==> src/rtl/video_timing_pkg.sv <==
// Shared phase encoding, 640x480 reset timing and the timing-config record
// used by the raster timing generator.
package video_timing_pkg;

   typedef enum logic [1:0] {
      PH_ACTIVE = 2'd0,
      PH_FRONT  = 2'd1,
      PH_SYNC   = 2'd2,
      PH_BACK   = 2'd3
   } phase_e;

   localparam int unsigned VT_H_ACTIVE = 640;
   localparam int unsigned VT_H_FRONT  = 16;
   localparam int unsigned VT_H_SYNC   = 96;
   localparam int unsigned VT_H_BACK   = 48;
   localparam int unsigned VT_V_ACTIVE = 480;
   localparam int unsigned VT_V_FRONT  = 10;
   localparam int unsigned VT_V_SYNC   = 2;
   localparam int unsigned VT_V_BACK   = 33;

   // Config fields are stored at a fixed width wide enough for any H_W/V_W
   // up to 16; the generator slices them back down to its counter widths.
   localparam int CFG_W = 16;

   typedef struct packed {
      logic [CFG_W-1:0] h_active;
      logic [CFG_W-1:0] h_front;
      logic [CFG_W-1:0] h_sync;
      logic [CFG_W-1:0] h_back;
      logic [CFG_W-1:0] v_active;
      logic [CFG_W-1:0] v_front;
      logic [CFG_W-1:0] v_sync;
      logic [CFG_W-1:0] v_back;
      logic             h_pol;
      logic             v_pol;
   } timing_cfg_t;

endpackage

==> src/rtl/timing_axis_fsm.sv <==
// One raster axis: walks ACTIVE -> FRONT -> SYNC -> BACK, counting 0..len-1 in
// each phase; wrap_o flags the step that leaves BACK.
module timing_axis_fsm
   import video_timing_pkg::*;
#(
   parameter int W = 12
) (
   input  logic         clk_i,
   input  logic         rst_i,
   input  logic         step_i,
   input  logic [W-1:0] len_active_i,
   input  logic [W-1:0] len_front_i,
   input  logic [W-1:0] len_sync_i,
   input  logic [W-1:0] len_back_i,
   output logic [1:0]   state_o,
   output logic [W-1:0] count_o,
   output logic         wrap_o
);

   phase_e       state_q, state_d;
   logic [W-1:0] count_q, count_d;
   logic [W-1:0] len_cur;
   logic [W-1:0] last_cnt;
   logic         at_last;

   always_comb begin
      len_cur = len_active_i;
      case (state_q)
         PH_ACTIVE: len_cur = len_active_i;
         PH_FRONT:  len_cur = len_front_i;
         PH_SYNC:   len_cur = len_sync_i;
         PH_BACK:   len_cur = len_back_i;
      endcase
   end

   // A zero length behaves as one so no phase is ever skipped.
   assign last_cnt = (len_cur == '0) ? '0 : len_cur - W'(1);
   assign at_last  = (count_q == last_cnt);

   always_ff @(posedge clk_i or posedge rst_i) begin
      if (rst_i) begin
         state_q <= PH_ACTIVE;
         count_q <= '0;
      end else begin
         state_q <= state_d;
         count_q <= count_d;
      end
   end

   always_comb begin
      state_d = state_q;
      count_d = count_q;
      if (step_i) begin
         if (at_last) begin
            count_d = '0;
            case (state_q)
               PH_ACTIVE: state_d = PH_FRONT;
               PH_FRONT:  state_d = PH_SYNC;
               PH_SYNC:   state_d = PH_BACK;
               PH_BACK:   state_d = PH_ACTIVE;
            endcase
         end else begin
            count_d = count_q + W'(1);
         end
      end
   end

   always_comb begin
      state_o = state_q;
      count_o = count_q;
      wrap_o  = step_i && at_last && (state_q == PH_BACK);
   end

endmodule

==> src/rtl/video_timing_generator.sv <==
// Runtime-reprogrammable raster timing generator: shadowed config applied at
// frame boundaries, programmable sync polarity and a PIPE_DELAY output pipe.
module video_timing_generator
   import video_timing_pkg::*;
#(
   parameter int          H_W          = 12,
   parameter int          V_W          = 11,
   parameter int          PIPE_DELAY   = 1,
   parameter int unsigned DEF_H_ACTIVE = VT_H_ACTIVE,
   parameter int unsigned DEF_H_FRONT  = VT_H_FRONT,
   parameter int unsigned DEF_H_SYNC   = VT_H_SYNC,
   parameter int unsigned DEF_H_BACK   = VT_H_BACK,
   parameter int unsigned DEF_V_ACTIVE = VT_V_ACTIVE,
   parameter int unsigned DEF_V_FRONT  = VT_V_FRONT,
   parameter int unsigned DEF_V_SYNC   = VT_V_SYNC,
   parameter int unsigned DEF_V_BACK   = VT_V_BACK,
   parameter logic        DEF_H_POL    = 1'b0,
   parameter logic        DEF_V_POL    = 1'b0
) (
   input  logic           in_vga_clk,
   input  logic           in_reset,
   input  logic           in_enable,
   input  logic           in_cfg_valid,
   output logic           out_cfg_ready,
   input  logic [H_W-1:0] in_cfg_h_active,
   input  logic [H_W-1:0] in_cfg_h_front,
   input  logic [H_W-1:0] in_cfg_h_sync,
   input  logic [H_W-1:0] in_cfg_h_back,
   input  logic [V_W-1:0] in_cfg_v_active,
   input  logic [V_W-1:0] in_cfg_v_front,
   input  logic [V_W-1:0] in_cfg_v_sync,
   input  logic [V_W-1:0] in_cfg_v_back,
   input  logic           in_cfg_h_pol,
   input  logic           in_cfg_v_pol,
   output logic [H_W-1:0] out_pixel_x,
   output logic [V_W-1:0] out_pixel_y,
   output logic           out_blank_n,
   output logic           out_h_sync,
   output logic           out_v_sync,
   output logic           out_line_start,
   output logic           out_frame_start
);

   localparam int OUT_W = H_W + V_W + 5;

   localparam timing_cfg_t DEF_CFG = '{
      h_active: CFG_W'(DEF_H_ACTIVE),
      h_front:  CFG_W'(DEF_H_FRONT),
      h_sync:   CFG_W'(DEF_H_SYNC),
      h_back:   CFG_W'(DEF_H_BACK),
      v_active: CFG_W'(DEF_V_ACTIVE),
      v_front:  CFG_W'(DEF_V_FRONT),
      v_sync:   CFG_W'(DEF_V_SYNC),
      v_back:   CFG_W'(DEF_V_BACK),
      h_pol:    DEF_H_POL,
      v_pol:    DEF_V_POL
   };

   localparam logic [OUT_W-1:0] RST_VEC =
      {H_W'(0), V_W'(0), 1'b0, ~DEF_H_POL, ~DEF_V_POL, 1'b0, 1'b0};

   timing_cfg_t    active_q, active_d;
   timing_cfg_t    shadow_q, shadow_d;
   timing_cfg_t    cfg_in;
   logic           pending_q, pending_d;
   logic           capture;

   logic [1:0]     h_state, v_state;
   logic [H_W-1:0] h_count;
   logic [V_W-1:0] v_count;
   logic           h_wrap, v_wrap;

   logic [H_W-1:0] pix_x;
   logic [V_W-1:0] pix_y;
   logic           h_act, v_act, blank_n, h_sync, v_sync, line_start, frame_start;
   logic [OUT_W-1:0] stage_in, pipe_out;

   assign cfg_in = '{
      h_active: CFG_W'(in_cfg_h_active),
      h_front:  CFG_W'(in_cfg_h_front),
      h_sync:   CFG_W'(in_cfg_h_sync),
      h_back:   CFG_W'(in_cfg_h_back),
      v_active: CFG_W'(in_cfg_v_active),
      v_front:  CFG_W'(in_cfg_v_front),
      v_sync:   CFG_W'(in_cfg_v_sync),
      v_back:   CFG_W'(in_cfg_v_back),
      h_pol:    in_cfg_h_pol,
      v_pol:    in_cfg_v_pol
   };

   assign capture       = in_cfg_valid && !pending_q;
   assign out_cfg_ready = !pending_q;

   // Capture needs pending clear and apply needs it set, so a write landing on
   // the frame boundary waits for the next boundary.
   always_comb begin
      active_d  = active_q;
      shadow_d  = shadow_q;
      pending_d = pending_q;
      if (v_wrap && pending_q) begin
         active_d  = shadow_q;
         pending_d = 1'b0;
      end
      if (capture) begin
         shadow_d  = cfg_in;
         pending_d = 1'b1;
      end
   end

   always_ff @(posedge in_vga_clk or posedge in_reset) begin
      if (in_reset) begin
         active_q  <= DEF_CFG;
         shadow_q  <= DEF_CFG;
         pending_q <= 1'b0;
      end else begin
         active_q  <= active_d;
         shadow_q  <= shadow_d;
         pending_q <= pending_d;
      end
   end

   timing_axis_fsm #(.W(H_W)) u_h_axis (
      .clk_i        (in_vga_clk),
      .rst_i        (in_reset),
      .step_i       (in_enable),
      .len_active_i (active_q.h_active[H_W-1:0]),
      .len_front_i  (active_q.h_front[H_W-1:0]),
      .len_sync_i   (active_q.h_sync[H_W-1:0]),
      .len_back_i   (active_q.h_back[H_W-1:0]),
      .state_o      (h_state),
      .count_o      (h_count),
      .wrap_o       (h_wrap)
   );

   timing_axis_fsm #(.W(V_W)) u_v_axis (
      .clk_i        (in_vga_clk),
      .rst_i        (in_reset),
      .step_i       (h_wrap),
      .len_active_i (active_q.v_active[V_W-1:0]),
      .len_front_i  (active_q.v_front[V_W-1:0]),
      .len_sync_i   (active_q.v_sync[V_W-1:0]),
      .len_back_i   (active_q.v_back[V_W-1:0]),
      .state_o      (v_state),
      .count_o      (v_count),
      .wrap_o       (v_wrap)
   );

   always_comb begin
      h_act       = (h_state == PH_ACTIVE);
      v_act       = (v_state == PH_ACTIVE);
      pix_x       = h_act ? h_count : '0;
      pix_y       = v_act ? v_count : '0;
      blank_n     = h_act && v_act;
      h_sync      = (h_state == PH_SYNC) ? active_q.h_pol : ~active_q.h_pol;
      v_sync      = (v_state == PH_SYNC) ? active_q.v_pol : ~active_q.v_pol;
      line_start  = h_act && (h_count == '0);
      frame_start = line_start && v_act && (v_count == '0);
   end

   assign stage_in = {pix_x, pix_y, blank_n, h_sync, v_sync, line_start, frame_start};

   // Output alignment pipe keeps running while the counters are stalled.
   for (genvar gi = 0; gi < PIPE_DELAY; gi++) begin : g_pipe
      logic [OUT_W-1:0] stage_q;
      if (gi == 0) begin : g_first
         always_ff @(posedge in_vga_clk or posedge in_reset) begin
            if (in_reset) stage_q <= RST_VEC;
            else          stage_q <= stage_in;
         end
      end else begin : g_next
         always_ff @(posedge in_vga_clk or posedge in_reset) begin
            if (in_reset) stage_q <= RST_VEC;
            else          stage_q <= g_pipe[gi-1].stage_q;
         end
      end
   end

   assign pipe_out = g_pipe[PIPE_DELAY-1].stage_q;

   assign {out_pixel_x, out_pixel_y, out_blank_n, out_h_sync, out_v_sync,
           out_line_start, out_frame_start} = pipe_out;

endmodule
==> config.mk <==
export PLATFORM = sky130hd
export DESIGN_NAME = video_timing_generator
export DESIGN_NICKNAME = d
export VERILOG_FILES = /design/src/rtl/video_timing_pkg.sv /design/src/rtl/timing_axis_fsm.sv /design/src/rtl/video_timing_generator.sv
export SDC_FILE = /design/constraint.sdc
export NUM_CORES = 1
export LEC_CHECK = 0
export BUFFER_PORTS_ARGS = -buffer_cell sky130_fd_sc_hd__buf_2
export CORE_MARGIN = 2
export CORE_UTILIZATION = 62
export DETAILED_ROUTE_END_ITERATION = 10
export PLACE_DENSITY = 0.84
export SETUP_SLACK_MARGIN = 0.4
export SYNTH_ARGS = -nofsm -noshare
export SYNTH_HDL_FRONTEND = slang
export SYNTH_SLANG_ARGS = --single-unit
==> constraint.sdc <==
create_clock -name in_vga_clk -period 12.2 [get_ports in_vga_clk]
set_input_delay 1.83 -clock in_vga_clk [delete_from_list [all_inputs] [get_ports in_vga_clk]]
set_output_delay 1.83 -clock in_vga_clk [all_outputs]
set_load 0.01 [all_outputs]
# Yosys cells after proc, flatten, opt, wreduce, memory -nomap -nowiden
# Cells that the tools add are included.
dict set report word_totals {
  reg_bits 244
  output_inout_bits 29
  wordCells 74
}
dict set report classes {
  reduce_logical 20
  add_sub_neg 4
  n_mux 14
  n_eq_ne 8
  bitwise 2
}
# operator count
set ops {}
lappend ops {{12-bit one-hot mux with 4 select lines} 1}
lappend ops {{11-bit one-hot mux with 4 select lines} 1}
lappend ops {{12-bit 2-to-1 mux} 3}
lappend ops {{11-bit 2-to-1 mux} 3}
lappend ops {{12-bit logical NOT} 2}
lappend ops {{11-bit logical NOT} 2}
lappend ops {{2-bit one-hot mux with 4 select lines} 2}
lappend ops {{12-bit by 1-bit adder with 12-bit output (second input constant)} 1}
lappend ops {{12-bit equality test} 1}
lappend ops {{12-bit by 1-bit subtractor with 12-bit output (second input constant)} 1}
lappend ops {{11-bit by 1-bit adder with 11-bit output (second input constant)} 1}
lappend ops {{11-bit equality test} 1}
lappend ops {{11-bit by 1-bit subtractor with 11-bit output (second input constant)} 1}
lappend ops {{1-bit logical AND} 10}
lappend ops {{2-bit equality test (second input constant)} 4}
lappend ops {{2-bit by 1-bit equality test with 1-bit output (second input constant)} 2}
lappend ops {{2-bit logical NOT} 2}
lappend ops {{1-bit 2-to-1 mux} 4}
lappend ops {{2-bit AND reduction} 2}
lappend ops {{1-bit inverter} 2}
lappend ops {{2-bit nonzero test} 1}
lappend ops {{1-bit logical NOT} 1}

# Depth between registers and ports, before layout
# Gate-level depths: netlist (run 1).
dict set report depth {
  word_depth 12
  mapped_depth 20
  ltp_nobuf 16
}

# Modules after synthesis
# Synthesis (run 1) repeated with hierarchy kept, for this count alone.
dict set report unflattened {
  hier_cells 852
  hier_area_um2 11426.0
}
# mod instances seq_area_each_um2 area_each_um2 cells_per_inst
set modules_own_cells {}
lappend modules_own_cells {video_timing_generator 1 5472.7 8241.7 471}
lappend modules_own_cells {{timing_axis_fsm (u_h_axis)} 1 350.3 1690.4 208}
lappend modules_own_cells {{timing_axis_fsm (u_v_axis)} 1 325.3 1493.9 173}

# Worst setup path before layout (run 1)
# No wires, ideal clock.
dict set report synth_timing {
  path_kind {reg2reg}
  from {reg u_v_axis.state_q[0] (netlist: u_v_axis.state_o[0])}
  to {reg active_q[104] (netlist bit)}
  path_stages_with_launch 20
  path_slack_ps 7959
  synth_period_minus_slack_ps 4241
  arrival_time_ps 4113
  path_cell_list {dfrtp_1 -> inv_1 -> ha_1 -> buf_2 -> inv_1 -> clkbuf_1 -> clkbuf_1 -> nand2_1 -> o21ai_0 -> ha_1 -> inv_1 -> or3_1 -> a32oi_1 -> nand4_1 -> a2111oi_0 -> nand2_1 -> nor4b_4 -> buf_6 -> buf_6 -> mux2_1}
}
dict set report synth_via {
  elab_chain_len 8
  word_cells_on_any_way 12
  classes_between {add/sub (1); eq/ne (4); mux (2); reduce/logical (5)}
}
# element line
set synth_rtl {}
lappend synth_rtl {{start, declared} timing_axis_fsm.sv:20} ;# phase_e state_q, state_d;
lappend synth_rtl {{start signal, assigned} timing_axis_fsm.sv:45} ;# state_q <= state_d;
lappend synth_rtl {{2-bit equality test (tied with other cells)} {timing_axis_fsm.sv:28, timing_axis_fsm.sv:71}}
lappend synth_rtl {{11-bit one-hot mux with 4 select lines} timing_axis_fsm.sv:28} ;# case (state_q)
lappend synth_rtl {{11-bit by 1-bit subtractor with 11-bit output or 11-bit logical NOT (tied branches)} timing_axis_fsm.sv:37} ;# assign last_cnt = (len_cur == '0) ? '0 : len_cur - W'(1);
lappend synth_rtl {{11-bit 2-to-1 mux} timing_axis_fsm.sv:37}
lappend synth_rtl {{11-bit equality test} timing_axis_fsm.sv:38} ;# assign at_last = (count_q == last_cnt);
lappend synth_rtl {{1-bit logical AND} timing_axis_fsm.sv:71} ;# wrap_o = step_i && at_last && (state_q == PH_BACK);
lappend synth_rtl {{1-bit logical AND (*)} timing_axis_fsm.sv:71}
lappend synth_rtl {{1-bit logical AND (*)} video_timing_generator.sv:100} ;# if (v_wrap && pending_q) begin
lappend synth_rtl {{end signal, assigned} video_timing_generator.sv:116} ;# active_q <= active_d;
lappend synth_rtl {{end, declared} video_timing_generator.sv:62} ;# timing_cfg_t active_q, active_d;
# Mark *: on every way between the ends. The rest lies on a longest branch, timed or not.
# A chain may end at the register's enable or synchronous reset.

# Worst setup path after layout (run 1)
dict set report layout_timing {
  from {reg u_h_axis.state_q[0] (netlist: u_h_axis.state_o[0])}
  to {reg active_q[20] (netlist bit)}
}
dict set report layout_via {
  elab_chain_len 10
  word_cells_on_any_way 14
  classes_between {add/sub (1); eq/ne (4); mux (2); reduce/logical (7)}
}
# element line
set layout_rtl {}
lappend layout_rtl {{start, declared} timing_axis_fsm.sv:20}
lappend layout_rtl {{start signal, assigned} timing_axis_fsm.sv:45}
lappend layout_rtl {{2-bit equality test (tied with other cells)} {timing_axis_fsm.sv:28, timing_axis_fsm.sv:71}}
lappend layout_rtl {{12-bit one-hot mux with 4 select lines} timing_axis_fsm.sv:28}
lappend layout_rtl {{12-bit by 1-bit subtractor with 12-bit output or 12-bit logical NOT (tied branches)} timing_axis_fsm.sv:37}
lappend layout_rtl {{12-bit 2-to-1 mux} timing_axis_fsm.sv:37}
lappend layout_rtl {{12-bit equality test} timing_axis_fsm.sv:38}
lappend layout_rtl {{1-bit logical AND} timing_axis_fsm.sv:71}
lappend layout_rtl {{1-bit logical AND (*) (3 in series)} timing_axis_fsm.sv:71}
lappend layout_rtl {{1-bit logical AND (*)} video_timing_generator.sv:100}
# Marked as above.

==> results of run 1 <==
==> stage by stage <==
| stage | hold slack [ns] | worst slack, ns | total power, mW | area (µm²) |
|---|---|---|---|---|
| 4_1_cts | 0.425 | 5.96 | 1.79 | 12900 |
| 2_1_floorplan | 0.400 | 3.72 | 0.976 | 11300 |
| 6_report | 0.421 | 5.87 | 1.77 | 12900 |
| 5_1_grt | 0.444 | 5.36 | 1.84 | 12900 |
| 3_5_place_dp | 0.425 | 6.00 | 1.02 | 12000 |
| 3_3_place_gp | 0.411 | 6.00 | 1.01 | 12000 |
==> registers in the layout, indices dropped and copies added (netlist names) <==
| signal | count |
|---|---|
| u_v_axis.state_o | 2 |
| pending_q | 1 |
| u_h_axis.count_o | 12 |
| g_pipe.stage_q | 28 |
| active_q | 94 |
| u_h_axis.state_o | 2 |
| u_v_axis.count_o | 11 |
| shadow_q | 94 |
==> synth_stat cells, types with 2 or more instances <==
cell type / count / share of area [%]
a2111o_1: 3 / 0.30
clkbuf_1: 32 / 1.1
mux2_1: 49 / 4.9
a311oi_1: 3 / 0.23
and4_1: 5 / 0.39
mux2i_1: 6 / 0.53
nand3_1: 17 / 0.75
a2bb2oi_1: 3 / 0.23
a222oi_1: 11 / 0.97
buf_2: 14 / 0.62
a21oi_1: 27 / 1.2
and3b_1: 2 / 0.15
xor2_1: 6 / 0.46
mux2_2: 142 / 14
nand2b_1: 5 / 0.28
a21o_1: 6 / 0.40
inv_1: 36 / 1.2
nand2_1: 34 / 1.1
ha_1: 17 / 1.9
or3_1: 3 / 0.17
a31o_2: 5 / 0.39
buf_6: 6 / 0.60
nand3b_1: 2 / 0.13
a22o_1: 8 / 0.62
dfrtp_1: 210 / 46
and2_1: 21 / 1.2
dfstp_2: 34 / 7.9
nor4_1: 9 / 0.50
o211ai_1: 6 / 0.40
or4_1: 2 / 0.13
nor2_1: 51 / 1.7
and3_1: 8 / 0.44
o2bb2ai_1: 15 / 1.2
xnor2_1: 14 / 1.1
o21ai_0: 15 / 0.66
a31oi_1: 10 / 0.55
nor3_1: 15 / 0.66
nor2b_1: 10 / 0.55
a22oi_1: 20 / 1.3
nand4_1: 11 / 0.61
o22ai_1: 3 / 0.17
a41oi_1: 3 / 0.23
a32oi_1: 3 / 0.23
==> worst max-delay path: cells and delay by family (launching register included) <==
kind / cells / cell delay, ns
mux: 1 / 0.44
flops: 1 / 0.40
fa+ha+maj: 2 / 1.03
buf+inv: 4 / 1.69
simple gates: 4 / 1.43
compound gates: 3 / 1.15
==> power by group through the flow <==
stage | logic [mW] | clock network [mW] | registers (mW)
floorplan | 0.0830 | 0 | 0.893
global placement | 0.102 | 0 | 0.912
detailed placement | 0.107 | 0 | 0.916
CTS | 0.108 | 0.779 | 0.903
global route | 0.121 | 0.811 | 0.909
finish | 0.107 | 0.763 | 0.903
==> cells by family after synthesis <==
logic type / share of synthesized area (%)
DFF: 54.2
xor gates and xnor gates: 1.54
AOI/OAI and AO/OA: 9.85
and+or+nand+nor: 9.55
buffers and inverters: 3.53
adders and majority gates: 1.87
muxes: 19.5
==> layout make-up <==
class                      count  area, µm²
fill                        1217       5080
antenna                        1       2.50
clock buffer                  34        708
inverter                      36        143
sequential                   244       6150
timing repair buffer         130        661
tap                          229        287
clock inverter                10        130
multi-input combinational    587       4810
==> layer usage <==
metal  wire length (µm)  up-vias
met5                  0        -
met4                574        0
met3               1270       45
met2              11900      221
met1              11600     3892
li1                   -     3553
==> placed cells by master, fill, tap and decap left out, types with 4 or more instances in the layout <==
master     netlist  layout
ha_1            17      17
buf_2           14     126
and4_1           5       5
a21oi_1         27      27
mux2_1          49      49
nor3_1          15      15
nor2_1          51      51
inv_1           36      35
a222oi_1        11      11
nand2_1         34      34
buf_4            1       4
and3_1           8       8
mux2i_1          6       6
a22o_1           8       8
o21ai_0         15      15
clkinv_2         0       5
nor2b_1         10       9
clkbuf_16        0      24
dfstp_2         34      34
a21o_1           6       6
o2bb2ai_1       15      15
nand2b_1         5       5
dfrtp_1        210     210
a31oi_1         10      10
and2_1          21      21
a22oi_1         20      20
nand3_1         17      17
mux2_2         142     142
xor2_1           6       6
xnor2_1         14      14
nor4_1           9       9
nand4_1         11      11
a31o_2           5       5
clkbuf_8         0       7
o211ai_1         6       6
==> how the worst min path moves through the flow <==
stage,cells after the start,end,start,slack (ns)
after floorplan,1,g_pipe[0].stage_q[2],active_q[0],0.40
after global placement,1,g_pipe[0].stage_q[2],active_q[0],0.41
after detailed placement,1,g_pipe[0].stage_q[2],active_q[0],0.42
after CTS,1,g_pipe[0].stage_q[2],active_q[0],0.42
after global routing,1,g_pipe[0].stage_q[2],active_q[0],0.44
final,1,g_pipe[0].stage_q[2],active_q[0],0.42
==> impl_metrics.env, run 1 <==
export IMPL_status="finished clean"
export IMPL_slowest_delay_ns=0.97
export IMPL_insertion_delay_ns=0.54
export IMPL_crit_path_frequent_cell="inv_1"
export IMPL_first_pass_iters=9
export IMPL_finalWirelength_um=25300
export IMPL_fin_setup_tns_ns=0
export IMPL_cts_tree="done"
export IMPL_die_h_um=139
export IMPL_die_x_um=139
export IMPL_rows=49
export IMPL_period_minus_slack_ns=6.33
export IMPL_r2r_start="u_h_axis.state_o[0]"
export IMPL_tightest_slew_ns=1.17
export IMPL_r2r_setup_slack_ns=5.87
export IMPL_synth_area_per_cell_um2=12.3
export IMPL_cts_sinks=244
export IMPL_area_delta_synth_final_pct=13.6
export IMPL_root_buffer="clkbuf_16"
export IMPL_cts_clk_slew_worst_paths_ns=0.06
export IMPL_start_util_pct=63.2
export IMPL_numCtsBuffers=24
export IMPL_antenna_found_initial=1
export IMPL_internal_power_mw=1.37
export IMPL_ys_warn_count=0
export IMPL_worstSetupStartpoint="u_h_axis.state_o[0]"
export IMPL_drv_slew=0
export IMPL_placedCellCount=1226
export IMPL_synth_fp_nets=1035
export IMPL_syn_inst=920
export IMPL_synth_area_um2=11300
export IMPL_busiest_layer="met2"
export IMPL_swShare_pct=23.0
export IMPL_globalRouteMet1Util_pct=37.8
export IMPL_ctsResizeCount=0
export IMPL_ys_seq_elements=244
export IMPL_critPathCapture="active_q[20]"
export IMPL_drc=0
export IMPL_drtIter0Drc=694
export IMPL_cp_slowest_cell="buf_4"
export IMPL_crit_fanout=87
export IMPL_peakVddDrop_mv=0.130
export IMPL_cts_hold_buf=0
export IMPL_post_cts_buffers=0
export IMPL_pwr_share_comb_pct=6.0
export IMPL_finalHoldViolations=0
export IMPL_cap_violations=0
export IMPL_vias=7711
export IMPL_io_pins=127
export IMPL_grt_pass1_wl_um=41400
export IMPL_clockPowerShare_pct=43.0
export IMPL_async_reset_ff_share_pct=100
export IMPL_fmax_ghz=0.158
export IMPL_clk_path_buf_depth=3
export IMPL_nNetsFinal=1138
export IMPL_routedWlPerCell_um=19.9
export IMPL_dp_hpwl_um=17200
export IMPL_crit_chain="inv_1 -> ha_1 -> inv_1 -> o2bb2ai_1 -> ha_1 -> inv_1 -> nor2_1 -> a32oi_1 -> a2111o_1 -> nor4_2 -> and3_1 -> nor4b_4 -> buf_4 -> mux2_2"
export IMPL_yosysSeqAreaShare_pct=54.2
export IMPL_ys_flop_type="dfrtp_1"
export IMPL_fin_util_pct=71.7
export IMPL_htree_levels=1
export IMPL_required_ns=12.61
export IMPL_skew_ns=0.0121
export IMPL_r2r_end="active_q[20]"
export IMPL_core_area_um2=18000
export IMPL_p_leak_nw=6.26
export IMPL_post_drt_via_cell_ratio=6.07
export IMPL_synth_edf_count=0
export IMPL_first_global_vias=7893
export IMPL_arrival_ns=6.74
export IMPL_synth_cell_types=61
export IMPL_setup_viol=0
export IMPL_rsz0062_at_grt="no"
export IMPL_overflow=0
export IMPL_slew_headroom_pct=22.1
export IMPL_port_buffers=126
export IMPL_met2_usage_pct=42.0
export IMPL_drive_gt1_share_pct=34.6
export IMPL_start_kind="flop"
export IMPL_grt_max_degree=98
export IMPL_rr_worst_depth=14
export IMPL_die_area_um2=19400
export IMPL_post_route_period_util_pct=51.8
export IMPL_instances_no_fill=1271
export IMPL_crit_type="reg -> reg"
export IMPL_gp_congestion=0.929
export IMPL_seq_power_share_pct=50.9
export IMPL_net_switching_power_mw=0.408
export IMPL_met3_usage_pct=4.75
export IMPL_antenna_left=0
export IMPL_grt_usage_pct=26.4
export IMPL_crit_path_end_kind="flop"
export IMPL_p_per_area_nw_per_um2=138
export IMPL_hold_class="reg -> reg"
Power figures use the tool's default switching activity.
==> run 2: changes to the inputs <==
- CORE_UTILIZATION: 62 -> 59
- PLACE_DENSITY: 0.84 -> 0.8
- clock period: 12.2 -> 6.3 ns (I/O delays scaled with it)
==> impl_metrics.env, run 2 (synthesis gave the netlist of run 1 again) <==
export IMPL_fmax_ghz=0.186
export IMPL_peakVddDrop_mv=0.250
export IMPL_finalInstanceArea_um2=12900
export IMPL_cts_tree="done"
export IMPL_insertion_delay_ns=0.53
export IMPL_overflow=0
export IMPL_port_buffers=126
export IMPL_crit_buf_inv=4
export IMPL_grt_pass1_wl_um=40000
export IMPL_clk_path_buf_depth=3
export IMPL_antenna_left=0
export IMPL_drtIter0Drc=566
export IMPL_slowest_delay_ns=0.49
export IMPL_hold_path_startpoint="active_q[0]"
export IMPL_final_seq_area_um2=6150
export IMPL_die_h_um=143
export IMPL_gp_congestion=0.933
export IMPL_multi_input_area_um2=4810
export IMPL_routedWlPerCell_um=19.3
export IMPL_setup_viol=0
export IMPL_fillers=1321
export IMPL_htree_levels=1
export IMPL_dp_hpwl_um=16900
export IMPL_skew_ns=0.00754
export IMPL_hold_slack_ns=0.433
export IMPL_die_x_um=143
export IMPL_rsz0062_at_grt="no"
export IMPL_crit_chain="inv_1 -> ha_2 -> inv_1 -> o2bb2ai_1 -> ha_1 -> inv_1 -> nor2_1 -> a32oi_1 -> a2111o_1 -> nor4_2 -> and3_1 -> nor4b_4 -> buf_12 -> mux2_1"
export IMPL_dpl_cell_area_um2=12100
export IMPL_first_global_vias=7426
export IMPL_period_minus_slack_ns=5.38
export IMPL_nNetsFinal=1144
export IMPL_crit_type="reg -> reg"
export IMPL_cp_slowest_cell="a2111o_1"
export IMPL_reg_top3="active_q: 94 flops, shadow_q: 94 flops, g_pipe.stage_q: 28 flops"
export IMPL_numCtsBuffers=25
export IMPL_crit_path_frequent_cell="inv_1"
export IMPL_layout_common_cells="dfrtp_1, mux2_2, buf_2"
export IMPL_post_drt_via_cell_ratio=5.94
export IMPL_root_buffer="clkbuf_16"
export IMPL_status="finished clean"
export IMPL_tightest_slew_ns=0.845
export IMPL_area_delta_synth_final_pct=13.5
export IMPL_required_ns=6.70
export IMPL_post_cts_buffers=0
export IMPL_hold_class="reg -> reg"
export IMPL_io_pins=127
export IMPL_crit_fanout=91
export IMPL_first_pass_iters=6
export IMPL_cts_sinks=244
export IMPL_grt_usage_pct=24.9
export IMPL_start_kind="flop"
export IMPL_cts_clk_slew_worst_paths_ns=0.06
export IMPL_start_util_pct=60.5
export IMPL_fin_setup_tns_ns=0
export IMPL_die_area_um2=20400
export IMPL_vias=7610
export IMPL_r2r_start="u_h_axis.state_o[0]"
export IMPL_antenna_found_initial=1
export IMPL_drc=0
export IMPL_finalWirelength_um=24800
export IMPL_grt_max_degree=157
export IMPL_crit_family="simple AND/OR/NAND/NOR gates"
export IMPL_arrival_ns=5.78
export IMPL_final_common_cell="dfrtp_1"
export IMPL_drive_gt1_share_pct=34.1
export IMPL_crit_path_end_kind="flop"
export IMPL_p_per_area_nw_per_um2=259
export IMPL_post_route_period_util_pct=85.3
export IMPL_finalHoldViolations=0
export IMPL_core_area_um2=18800
export IMPL_rows=50
export IMPL_drv_slew=0
export IMPL_finalPower_mw=3.34
export IMPL_worstSetupStartpoint="u_h_axis.state_o[0]"
export IMPL_cap_violations=0
export IMPL_slew_headroom_pct=43.7
export IMPL_p_leak_nw=6.25
run 2: cell count changes in the layout (fill, tap and decap cells not counted), moves of 2 or more:
cell | before | now
buf_12 | 0 | 2
buf_4 | 4 | 7
bufinv_16 | 2 | 0
clkbuf_1 | 3 | 13
clkbuf_8 | 7 | 5
clkinv_2 | 5 | 1
run 2: where the power goes:
group,switching [mW],internal [mW],leakage (nW)
Clock,0.588,0.800,0.373
Combinational,0.0961,0.108,2.81
Sequential,0.0798,1.67,3.07
run 2: routing by layer:
metal | vias up | share of wire (%) | track usage [%]
met4 | 0 | 2.3 | 6.77
li1 | 3562 | - | -
met5 | - | 0 | 0
met3 | 38 | 4.7 | 3.96
met1 | 3791 | 48 | 37.3
met2 | 219 | 45 | 38.1
run 2: per-stage QoR:
stage / setup WS [ns] / util [%] / std cells
6_report: 0.923 / 68.6 / 1282
5_1_grt: 0.492 / 68.6 / 1281
4_1_cts: 0.853 / 68.6 / 1281
3_5_place_dp: 0.883 / 64.5 / 1236
3_3_place_gp: 1.11 / 64.5 / 1236
2_1_floorplan: 2.06 / - / 920
run 2: timing repair:
| item | 4_1_cts | 5_1_grt |
|---|---|---|
| gates resized for setup | 0 | 1 |
| setup endpoints to repair | 0 | 90 |
| hold buffers | 0 | 0 |
run 2: worst paths after layout:
kind / to / slack (ns) / depth (start not counted)
max: active_q[85] / 0.92 / 14
min: g_pipe[0].stage_q[2] / 0.43 / 1
max reg2reg: active_q[85] / 0.92 / 14
min reg2reg: g_pipe[0].stage_q[2] / 0.43 / 1
max in group asynchronous: shadow_q[12] / 4.51 / 3
min in group asynchronous: g_pipe[0].stage_q[22] / 0.53 / 2
run 2: cell type report:
type	count	share of cell area, %
flip-flops and latches	244	47.7
multi-input cells	587	37.3
clock inverters	2	0.194
repair buffers	135	5.61
diodes	1	0.0194
well taps	234	2.27
inverters	36	1.08
clock buffers	43	5.77
==> run 3: changes to the inputs <==
- MAX_ROUTING_LAYER: default -> met4
- SYNTH_HIERARCHICAL: default -> 1
==> impl_metrics.env, run 3 <==
export IMPL_port_buffers=126
export IMPL_finalHoldViolations=0
export IMPL_finalWirelength_um=22300
export IMPL_cap_violations=0
export IMPL_drtIter0Drc=573
export IMPL_final_common_cell="dfrtp_1"
export IMPL_setup_viol=0
export IMPL_yosysTopAreaCellShare_pct=46.0
export IMPL_hold_slack_ns=0.468
export IMPL_rr_worst_depth=19
export IMPL_period_minus_slack_ns=5.48
export IMPL_placedCellCount=1204
export IMPL_cts_clk_slew_worst_paths_ns=0.06
export IMPL_grt_pass1_wl_um=36400
export IMPL_ys_top_cells_by_area="dfrtp_1, mux2_2, dfstp_2"
export IMPL_start_kind="flop"
export IMPL_dp_hpwl_um=15300
export IMPL_yosysSeqAreaShare_pct=53.8
export IMPL_synth_edf_count=0
export IMPL_r2r_setup_slack_ns=0.82
export IMPL_ys_seq_elements=244
export IMPL_synth_most_common_cell="dfrtp_1"
export IMPL_skew_ns=0.0208
export IMPL_yosys_area_top_type="dfrtp_1"
export IMPL_die_area_um2=20500
export IMPL_min_path_cells=1
export IMPL_fillers=1370
export IMPL_required_ns=6.71
export IMPL_syn_inst=852
export IMPL_p_leak_nw=6.26
export IMPL_antenna_found_initial=0
export IMPL_peakVddDrop_mv=0.227
export IMPL_num_antenna_cells=0
export IMPL_grt_usage_pct=23.0
export IMPL_synth_fp_nets=964
export IMPL_post_drt_via_cell_ratio=5.70
export IMPL_slew_headroom_pct=34.8
export IMPL_core_area_um2=18800
export IMPL_crit_fanout=38
export IMPL_io_pins=127
export IMPL_clk_path_buf_depth=3
export IMPL_instances_no_fill=1247
export IMPL_first_global_vias=6786
export IMPL_nNetsFinal=1082
export IMPL_htree_levels=1
export IMPL_rsz0062_at_grt="no"
export IMPL_gp_congestion=0.912
export IMPL_async_reset_ff_share_pct=100
export IMPL_hold_path_startpoint="active_q[0]"
export IMPL_tightest_slew_ns=0.978
export IMPL_grt_max_degree=191
export IMPL_synth_cell_types=71
export IMPL_area_delta_synth_final_pct=13.1
export IMPL_routedWlPerCell_um=17.9
export IMPL_numCtsBuffers=24
export IMPL_fin_setup_tns_ns=0
export IMPL_ys_top_cells_by_count="dfrtp_1, mux2_2, mux2_4, dfstp_2, nor2_1"
export IMPL_hold_class="reg -> reg"
export IMPL_p_per_area_nw_per_um2=248
export IMPL_r2r_end="active_q[10]"
export IMPL_vias=7109
export IMPL_die_h_um=143
export IMPL_status="finished clean"
export IMPL_first_pass_iters=5
export IMPL_post_cts_buffers=0
export IMPL_layout_common_cells="dfrtp_1, mux2_2, buf_2"
export IMPL_crit_type="reg -> reg"
export IMPL_hold_end="g_pipe[0].stage_q[2]"
export IMPL_arrival_ns=5.89
export IMPL_start_util_pct=60.7
export IMPL_insertion_delay_ns=0.53
export IMPL_synth_area_per_cell_um2=13.4
export IMPL_ys_flop_type="dfrtp_1"
export IMPL_overflow=0
export IMPL_antenna_left=0
export IMPL_post_route_period_util_pct=86.9
export IMPL_r2r_start="u_h_axis/state_o[1]"
export IMPL_ys_warn_count=6
export IMPL_root_buffer="clkbuf_16"
export IMPL_cts_sinks=244
export IMPL_fmax_ghz=0.183
export IMPL_drv_slew=0
export IMPL_drc=0
export IMPL_cts_tree="done"
export IMPL_drive_gt1_share_pct=42.0
export IMPL_crit_path_end_kind="flop"
export IMPL_rows=50
export IMPL_reg_top3="active_q: 94 flops, shadow_q: 94 flops, g_pipe.stage_q: 28 flops"
export IMPL_synth_area_um2=11400
export IMPL_die_x_um=143
==> run 3: cell types whose count changed in the layout (fill, tap and decap cells not counted), moves of 6 or more <==
cell       before  now
nor2_1         51   34
a22oi_1        20   14
mux2_1         49    2
xor2_1          6   17
mux2_4          0   49
o2bb2ai_1      15    4
inv_1          35   29
nand2_1        34   16
mux2i_1         6   13
==> run 3: per-stage QoR <==
stage               worst slack (ns)  total power, mW  util (%)  instance area (µm²)
finish                         0.823             3.21      68.6                12900
CTS                            0.703             3.24      68.6                12900
detailed placement             0.700             1.88      64.6                12200
global route                   0.452             3.34      68.6                12900
floorplan                       1.45             1.81         -                11400
global placement               0.900             1.88      64.6                12200
==> run 3: how the worst max path moves through the flow <==
stage / cells after the start / slack, ns / start / to
after global placement: 20 / 0.90 / u_h_axis/state_o[0] / active_q[28]
final: 19 / 0.82 / u_h_axis/state_o[1] / active_q[10]
after CTS: 20 / 0.70 / u_h_axis/state_o[0] / active_q[10]
after global routing: 20 / 0.45 / u_h_axis/state_o[0] / active_q[10]
after floorplan: 25 / 1.45 / u_h_axis/state_o[0] / active_q[0]
after detailed placement: 20 / 0.70 / u_h_axis/state_o[0] / active_q[60]
==> run 3: repair_timing <==
action | CTS | global route
endpoints found under the setup margin | 0 | 88
hold buffers | 0 | 0
gates resized for setup | 0 | 2
==> run 3: cell type report <==
cell class	instances	area, µm²	share of cell area, %
clock inverter	7	85.1	0.658
clock buffer	36	666	5.15
timing repair buffer	132	701	5.42
inverter	32	124	0.958
multi-input combinational	536	4870	37.7
sequential	244	6150	47.6
tap	260	325	2.52
==> run 3: kinds of logic after synthesis <==
| logic type | count (synthesis) | share of synthesized area (%) |
|---|---|---|
| buffers and inverters | 72 | 3.70 |
| XOR/XNOR | 36 | 2.76 |
| AO/OA/AOI/OAI | 104 | 6.93 |
| adder cells (fa/ha/maj) | 14 | 1.53 |
| multiplexers | 206 | 21.8 |
| flip-flops | 244 | 53.8 |
| AND/OR/NAND/NOR | 176 | 9.49 |
==> run 3: routing by layer <==
layer | routed length [µm] | part of all wire [%] | track usage (%)
met1 | 10500 | 47 | 34.9
met3 | 1240 | 5.5 | 2.92
met2 | 10100 | 46 | 33.4
met4 | 438 | 2.0 | 5.52
met5 | 0 | 0 | -
==> run 3: worst max-delay path, stage by stage (launching register included) <==
cell and delay (ns):
dfrtp_1 0.44, ha_1 0.44, a22oi_1 0.37, o2bb2ai_1 0.24
ha_1 0.34, nand3_1 0.18, or3_1 0.36, and2_1 0.18
a221oi_2 0.22, o2111ai_1 0.15, and4bb_4 0.49, and2_1 0.31
nand2_1 0.08, a21oi_1 0.12, o311a_1 0.16, and4_1 0.21
and4_1 0.28, nand2_4 0.12, buf_4 0.31, mux2_2 0.34
==> run 3: report_power, final <==
part / leakage (nW) / switching [mW] / internal (mW)
registers: 3.16 / 0.0615 / 1.62
logic: 2.73 / 0.0830 / 0.0915
clock network: 0.367 / 0.573 / 0.776
